===== src/rtl/pb_intr_ctrl_pkg.sv =====
// ---------------------------------------------------------------------------
// pb_intr_ctrl_pkg
// Shared definitions for the PicoBlaze interrupt controller: I/O port
// addresses, FSM state encoding and VECTOR register field positions.
// Revision: 1.0
// ---------------------------------------------------------------------------
`default_nettype none

package pb_intr_ctrl_pkg;

  // PicoBlaze I/O port addresses owned by the controller
  localparam logic [7:0] PORT_STATUS = 8'h10;  // read-only: pending bits
  localparam logic [7:0] PORT_MASK   = 8'h11;  // read/write: enable mask
  localparam logic [7:0] PORT_CLEAR  = 8'h12;  // write-only: W1C / end of interrupt
  localparam logic [7:0] PORT_VECTOR = 8'h13;  // read-only: in-service vector

  // VECTOR register layout: {in_service, timeout, 3'b0, vector[2:0]}
  localparam int VEC_INSVC_BIT = 7;
  localparam int VEC_TMO_BIT   = 6;
  localparam int VEC_IDX_W     = 3;

  // Interrupt handshake sequencer states
  typedef enum logic [1:0] {
    IDLE    = 2'd0,
    ASSERT  = 2'd1,
    SERVICE = 2'd2
  } state_t;

endpackage

`default_nettype wire


===== src/rtl/pb_intr_ctrl_if.sv =====
// ---------------------------------------------------------------------------
// pb_intr_ctrl_if
// PicoBlaze port bus plus interrupt handshake, as seen by the controller.
// master = PicoBlaze side, slave = interrupt controller side.
// Revision: 1.0
// ---------------------------------------------------------------------------
`default_nettype none

interface pb_intr_ctrl_if;

  logic [7:0] port_id;
  logic       write_strobe;
  logic       read_strobe;
  logic [7:0] out_port;
  logic [7:0] rd_data;
  logic       rd_hit;
  logic       interrupt;
  logic       interrupt_ack;

  modport master (
    output port_id, write_strobe, read_strobe, out_port, interrupt_ack,
    input  rd_data, rd_hit, interrupt
  );

  modport slave (
    input  port_id, write_strobe, read_strobe, out_port, interrupt_ack,
    output rd_data, rd_hit, interrupt
  );

endinterface

`default_nettype wire


===== src/rtl/pb_prio_enc.sv =====
// ---------------------------------------------------------------------------
// pb_prio_enc
// Combinational lowest-index priority encoder: returns the index of the
// lowest set request bit and a valid flag (any bit set).
// Revision: 1.0
// ---------------------------------------------------------------------------
`default_nettype none

module pb_prio_enc #(
  parameter int N = 8
) (
  input  logic [N-1:0] i_req,
  output logic [2:0]   o_idx,
  output logic         o_valid
);

  // Scan from the top down so the lowest set bit is the last one written
  always_comb begin
    o_idx   = 3'd0;
    o_valid = 1'b0;
    for (int i = N - 1; i >= 0; i--) begin
      if (i_req[i]) begin
        o_idx   = 3'(i);
        o_valid = 1'b1;
      end
    end
  end

endmodule

`default_nettype wire


===== src/rtl/pb_intr_ctrl.sv =====
// ---------------------------------------------------------------------------
// pb_intr_ctrl
// PicoBlaze interrupt controller: rising-edge detect on up to 8 sources,
// pending/mask registers, single interrupt line and an
// assert/ack/service/end-of-interrupt sequencer.
// Optional macro PB_INTR_TIMEOUT_EN: ack timeout with sticky flag in
// VECTOR bit 6 (cleared by a read strobe to PORT_VECTOR).
// Revision: 1.0
// ---------------------------------------------------------------------------
`default_nettype none

module pb_intr_ctrl
  import pb_intr_ctrl_pkg::*;
#(
  parameter int NUM_SRC     = 8,
  parameter int TIMEOUT_CYC = 255
) (
  input  logic               clk,
  input  logic               reset_n,
  input  logic [NUM_SRC-1:0] irq_src,
  pb_intr_ctrl_if.slave      bus
);

  logic [NUM_SRC-1:0]   r_irq_q;
  logic [NUM_SRC-1:0]   r_pending;
  logic [NUM_SRC-1:0]   r_mask;
  logic                 r_in_service;
  logic [VEC_IDX_W-1:0] r_vector;
  state_t               r_state;
  state_t               w_state_nxt;

  logic [NUM_SRC-1:0]   w_rise;
  logic [NUM_SRC-1:0]   w_clr_bits;
  logic                 w_wr_mask;
  logic                 w_wr_clear;
  logic [VEC_IDX_W-1:0] w_enc_idx;
  logic                 w_active;
  logic                 w_interrupt;
  logic                 w_ack_take;
  logic                 w_eoi;
  logic                 w_tmo_expire;
  logic                 w_tmo_fire;
  logic                 w_tmo_flag;
  logic [7:0]           w_rd_data;
  logic                 w_rd_hit;

  assign w_wr_mask  = bus.write_strobe && (bus.port_id == PORT_MASK);
  assign w_wr_clear = bus.write_strobe && (bus.port_id == PORT_CLEAR);
  assign w_clr_bits = w_wr_clear ? bus.out_port[NUM_SRC-1:0] : '0;
  assign w_rise     = irq_src & ~r_irq_q;

  // Lowest enabled pending source; valid doubles as the "active" request
  pb_prio_enc #(
    .N (NUM_SRC)
  ) u_prio_enc (
    .i_req   (r_pending & r_mask),
    .o_idx   (w_enc_idx),
    .o_valid (w_active)
  );

  // Previous source levels for rising-edge detection
  always_ff @(posedge clk or negedge reset_n) begin
    if (!reset_n) r_irq_q <= '0;
    else          r_irq_q <= irq_src;
  end

  // Pending bits: W1C clear first, then new edges OR'd in so a set wins
  always_ff @(posedge clk or negedge reset_n) begin
    if (!reset_n) r_pending <= '0;
    else          r_pending <= (r_pending & ~w_clr_bits) | w_rise;
  end

  // Software enable mask
  always_ff @(posedge clk or negedge reset_n) begin
    if (!reset_n)       r_mask <= '0;
    else if (w_wr_mask) r_mask <= bus.out_port[NUM_SRC-1:0];
  end

  // Sequencer state register
  always_ff @(posedge clk or negedge reset_n) begin
    if (!reset_n) r_state <= IDLE;
    else          r_state <= w_state_nxt;
  end

  // Sequencer next state and handshake outputs
  always_comb begin
    w_state_nxt = r_state;
    w_interrupt = 1'b0;
    w_ack_take  = 1'b0;
    w_eoi       = 1'b0;
    w_tmo_fire  = 1'b0;
    case (r_state)
      IDLE: begin
        if (w_active) w_state_nxt = ASSERT;
      end
      ASSERT: begin
        w_interrupt = 1'b1;
        if (!w_active) begin
          // request withdrawn by a mask or clear write before the ack
          w_state_nxt = IDLE;
        end else if (bus.interrupt_ack) begin
          w_ack_take  = 1'b1;
          w_state_nxt = SERVICE;
        end else if (w_tmo_expire) begin
          w_tmo_fire  = 1'b1;
          w_state_nxt = IDLE;
        end
      end
      SERVICE: begin
        // end of interrupt: clear write covering the in-service source
        if (w_wr_clear && bus.out_port[r_vector]) begin
          w_eoi       = 1'b1;
          w_state_nxt = IDLE;
        end
      end
      default: w_state_nxt = IDLE;
    endcase
  end

  // In-service flag and vector captured at the ack
  always_ff @(posedge clk or negedge reset_n) begin
    if (!reset_n) begin
      r_in_service <= 1'b0;
      r_vector     <= '0;
    end else if (w_ack_take) begin
      r_in_service <= 1'b1;
      r_vector     <= w_enc_idx;
    end else if (w_eoi) begin
      r_in_service <= 1'b0;
    end
  end

`ifdef PB_INTR_TIMEOUT_EN
  logic [7:0] r_tmo_cnt;
  logic       r_tmo_flag;

  assign w_tmo_expire = (r_tmo_cnt == 8'(TIMEOUT_CYC - 1));
  assign w_tmo_flag   = r_tmo_flag;

  // Counts cycles spent in ASSERT; zero on entry
  always_ff @(posedge clk or negedge reset_n) begin
    if (!reset_n)               r_tmo_cnt <= '0;
    else if (r_state != ASSERT) r_tmo_cnt <= '0;
    else                        r_tmo_cnt <= r_tmo_cnt + 8'd1;
  end

  // Sticky timeout flag; a new timeout beats a simultaneous read clear
  always_ff @(posedge clk or negedge reset_n) begin
    if (!reset_n)        r_tmo_flag <= 1'b0;
    else if (w_tmo_fire) r_tmo_flag <= 1'b1;
    else if (bus.read_strobe && (bus.port_id == PORT_VECTOR))
                         r_tmo_flag <= 1'b0;
  end
`else
  logic [1:0] w_unused_tmo;

  assign w_tmo_expire = 1'b0;
  assign w_tmo_flag   = 1'b0;
  assign w_unused_tmo = {bus.read_strobe, w_tmo_fire};
`endif

  // Combinational read mux on port_id
  always_comb begin
    w_rd_data = 8'h00;
    w_rd_hit  = 1'b0;
    case (bus.port_id)
      PORT_STATUS: begin
        w_rd_data[NUM_SRC-1:0] = r_pending;
        w_rd_hit               = 1'b1;
      end
      PORT_MASK: begin
        w_rd_data[NUM_SRC-1:0] = r_mask;
        w_rd_hit               = 1'b1;
      end
      PORT_VECTOR: begin
        w_rd_data[VEC_INSVC_BIT]   = r_in_service;
        w_rd_data[VEC_TMO_BIT]     = w_tmo_flag;
        w_rd_data[VEC_IDX_W-1:0]   = r_vector;
        w_rd_hit                   = 1'b1;
      end
      default: begin
        w_rd_data = 8'h00;
        w_rd_hit  = 1'b0;
      end
    endcase
  end

  assign bus.rd_data   = w_rd_data;
  assign bus.rd_hit    = w_rd_hit;
  assign bus.interrupt = w_interrupt;

endmodule

`default_nettype wire


===== src/flat_wrapper.sv =====
// flat-port wrapper written by rule: the top's interface ports become plain ports
module pb_intr_ctrl_flat import pb_intr_ctrl_pkg::*;
#(
  parameter int NUM_SRC     = 8,
  parameter int TIMEOUT_CYC = 255
)
  (clk, reset_n, irq_src, bus_port_id, bus_write_strobe, bus_read_strobe, bus_out_port, bus_interrupt_ack, bus_rd_data, bus_rd_hit, bus_interrupt);
  pb_intr_ctrl_if bus_i ();
  input  logic clk;
  input  logic reset_n;
  input  logic [NUM_SRC-1:0] irq_src;
  input wire logic [$bits(bus_i.port_id)-1:0] bus_port_id;
  input wire logic [$bits(bus_i.write_strobe)-1:0] bus_write_strobe;
  input wire logic [$bits(bus_i.read_strobe)-1:0] bus_read_strobe;
  input wire logic [$bits(bus_i.out_port)-1:0] bus_out_port;
  input wire logic [$bits(bus_i.interrupt_ack)-1:0] bus_interrupt_ack;
  output wire logic [$bits(bus_i.rd_data)-1:0] bus_rd_data;
  output wire logic [$bits(bus_i.rd_hit)-1:0] bus_rd_hit;
  output wire logic [$bits(bus_i.interrupt)-1:0] bus_interrupt;
  assign bus_i.port_id = bus_port_id;
  assign bus_i.write_strobe = bus_write_strobe;
  assign bus_i.read_strobe = bus_read_strobe;
  assign bus_i.out_port = bus_out_port;
  assign bus_i.interrupt_ack = bus_interrupt_ack;
  assign bus_rd_data = bus_i.rd_data;
  assign bus_rd_hit = bus_i.rd_hit;
  assign bus_interrupt = bus_i.interrupt;
  pb_intr_ctrl #(.NUM_SRC(NUM_SRC), .TIMEOUT_CYC(TIMEOUT_CYC)) u_core (.clk(clk), .reset_n(reset_n), .irq_src(irq_src), .bus(bus_i));
endmodule

===== config.mk =====
export PLATFORM = sky130hd
export DESIGN_NAME = pb_intr_ctrl_flat
export DESIGN_NICKNAME = d
export VERILOG_FILES = /design/src/rtl/pb_intr_ctrl_pkg.sv /design/src/rtl/pb_intr_ctrl_if.sv /design/src/rtl/pb_prio_enc.sv /design/src/rtl/pb_intr_ctrl.sv /design/src/flat_wrapper.sv
export SDC_FILE = /design/constraint.sdc
export NUM_CORES = 1
export LEC_CHECK = 0
export CAP_MARGIN = 20
export CORE_ASPECT_RATIO = 0.6
export CORE_MARGIN = 5
export CORE_UTILIZATION = 35
export DETAILED_ROUTE_END_ITERATION = 10
export DONT_BUFFER_PORTS = 1
export PLACE_DENSITY = 0.46
export SYNTH_ARGS = -nofsm -noshare
export SYNTH_HDL_FRONTEND = slang
export SYNTH_SLANG_ARGS = --single-unit

===== constraint.sdc =====
create_clock -name clk -period 2.4 [get_ports clk]
set_clock_uncertainty 0.05 [all_clocks]
set_input_delay 0.48 -clock clk [delete_from_list [all_inputs] [get_ports clk]]
set_output_delay 0.48 -clock clk [all_outputs]
set_load 0.05 [all_outputs]

==> qor.yml <==
cp_slowest_stage_delay_ps: 520
switchingPower_mw: 0.337
place_hpwl_um: 2740
ys_seq_area_share_pct: 50.4
reg2reg_to: "u_core.r_state[1]$_DFFE_PN0P_"
die_y_um: 60.5
rsz0062_at_grt: "true"
grt_pass1_vias: 1149
gp_congestion: 0.900
reg2reg_from: "u_core.r_mask[2]$_DFFE_PN0P_"
max_freq_mhz: 423
h-tree-depth: 2
whs_ps: 180
clkSlewWorstSetupHoldPaths_ps: 60
status: "finished, final reports clean"
post_drt_via_cell_ratio: 5.30
final_layout_size_suffix_gt1_share_pct: 30.5
synth_ff_type: "dfrtp_1"
power.share.clock_pct: 38.1
hold_violations: 0
min_path_type: "in -> reg"
core_sq_um: 4120
final-setup-viol-count: 0
synth-seq-cells: 30
synth_top_area_share_pct: 50.4
drv_slew: 0
ir_drop_v: 0.000444
intPower_mw: 0.996
reg2reg_depth: 3
std_cell_rows: 18
yosys_warnings: 0
clock_latency_ps: 270
finalNetCount: 183
syn-cell-area_sq_um: 1490
grt_usage_pct: 13.7
crit_slowest_cell: "or4_4"
wire_per_inst_um: 16.8
num_vias: 1135
syn_nets: 165
setup-tns-final_ps: 0
die_x_um: 94.2
seqPwrFrac_pct: 45.4
crit_type: "in -> out"
tightest_slew_ps: 902
clock-root-buffer: "clkbuf_8"
antenna_found_initial: 0
yosys.area.top_type: "dfrtp_1"
fin_crit_ps: 2370
final-seq-area_sq_um: 751
path_cells: "or4_4 > or3_4 > buf_6 > nor2_2 > buf_12"
holdPathEnd: "u_core.r_irq_q[0]$_DFF_PN0_"
r2r_slack_ps: 460
max-cap-violations: 0
avgSynthCellArea_sq_um: 11.0
synth_edf_count: 0
clkSinkCount: 30
port_buffers: 0
clockBufferDepth: 2
drc: 0
powerDensity_nw_per_um2: 669
start_util_pct: 36.2
wl_um: 3590
ioPinCount: 39
synth_cells: 136
cp-start-kind: "primary input"
cts_setup_buffers: 0
die_area_sq_um: 5710
grt_max_degree: 31
multiInputGateArea_sq_um: 739
p_sw_share_pct: 25.3
finalCritPeriodShare_pct: 98.6
synth.distinct_cells: 32
area_growth_pct: 33.6
cts_tree: "yes"
synthTopCellsByArea: "dfrtp_1, a22o_1, mux2_2"
cts_made_buffers: 5
grt_overflow_total: 0
holdPathStages: 0
dr.first_iter.drc_count: 70
crit_required_ps: 1870
critPathMaxFanout: 6
comb_power_share_pct: 16.5
leakage_nw: 0.878
endpoint_kind: "output port"
arrival_ps: 1840
n_fill_cell: 397
grt_pass1_wl_um: 5800
drt-pass1-iter-count: 4
ant_nets: 0
diodes: 0
max-slew-margin-rel_pct: 39.1
worstHoldStart: "irq_src[0]"
ys_async_sr_fraction_pct: 100
## flip-flops by register name, indices dropped and copies added, names as in the netlist
register / cells
u_core.r_vector: 3
u_core.r_state: 2
u_core.r_irq_q: 8
u_core.r_in_service: 1
u_core.r_mask: 8
u_core.r_pending: 8
## area by class of cell
type                    instances  share of cell area [%]
inverters                      12                    2.26
clock inverters                 1                    1.51
repair buffers                 16                    13.5
clock buffers                   6                    4.15
multi-input cells              89                    37.1
well taps                      60                    3.77
flip-flops and latches         30                    37.7
## cell usage in the layout (no fill, tap or decap), drive strengths merged, types with 2 or more instances in the layout
cell,instances
a21oi,3
a22oi,3
a32o,2
mux2,9
mux4,2
clkbuf,6
inv,12
mux2i,8
buf,15
a31oi,4
nor3,6
nor2,8
dfrtp,30
nand2,17
a22o,12
## cell families after synthesis
| logic type | synth area share (%) |
|---|---|
| and+or+nand+nor | 13.9 |
| AOI/OAI and AO/OA | 15.8 |
| DFF | 50.4 |
| muxes | 15.2 |
| buffers and inverters | 4.79 |
## metrics by stage
step / total power [mW] / util [%] / cell area (sq um) / cells / setup slack (ps)
after floorplan: 0.776 / - / 1560 / 136 / -76.2
after global placement: 0.818 / 44.5 / 1840 / 205 / 7.97
after detailed placement: 0.820 / 44.5 / 1840 / 205 / -0.0147
after CTS: 1.35 / 48.2 / 1990 / 214 / 15.7
after global routing: 1.40 / 48.3 / 1990 / 214 / -2.60
final: 1.33 / 48.3 / 1990 / 214 / 34.5
## per-layer routing
| metal | global-route usage [%] | wire (um) | vias to the layer above |
|---|---|---|---|
| met4 | 3.70 | 8 | 0 |
| met3 | 5.20 | 375 | 2 |
| met2 | 19.3 | 1450 | 50 |
| met5 | 0 | 0 | - |
| li1 | - | - | 530 |
| met1 | 19.7 | 1750 | 553 |
## synth_stat cells (2+ instances only)
library cell,count
dfrtp_1,30
nand2_1,17
a22o_1,12
inv_1,12
mux2_2,9
mux2i_1,8
nor2_1,8
nor3_1,5
a31oi_1,4
a21oi_1,3
a22oi_1,3
clkbuf_1,3
a32o_1,2
mux4_2,2
## power by group through the flow
stage / logic [mW] / registers (mW) / clock network [mW]
floorplan: 0.181 / 0.596 / 0
global placement: 0.205 / 0.613 / 0
detailed placement: 0.206 / 0.614 / 0
global route: 0.244 / 0.611 / 0.549
CTS: 0.223 / 0.605 / 0.526
finish: 0.220 / 0.605 / 0.508
## worst max path at each step
| stage | start | to | slack [ps] | cells past startpoint |
|---|---|---|---|---|
| after detailed placement | bus_port_id[7] | bus_rd_data[6] | -0.01 | 5 |
| after global placement | bus_port_id[7] | bus_rd_data[6] | 8 | 5 |
| after floorplan | bus_port_id[7] | bus_rd_data[0] | -80 | 4 |
| after CTS | bus_port_id[7] | bus_rd_data[3] | 20 | 5 |
| final | bus_port_id[7] | bus_rd_data[1] | 30 | 5 |
| after global routing | bus_port_id[7] | bus_rd_data[6] | -3 | 5 |
## critical path, delay by kind of cell
family	cells	cell delay, ps
and+or+nand+nor	3	1040
buffers and inverters	2	310
## repair_timing
item / 4_1_cts / 5_1_grt
hold buffers: 2 / 0
endpoints found under the setup margin: 3 / 2
gates resized for setup: 2 / 1
endpoints found under the hold margin: 30 / 0
(Power assumes the default switching activity.)
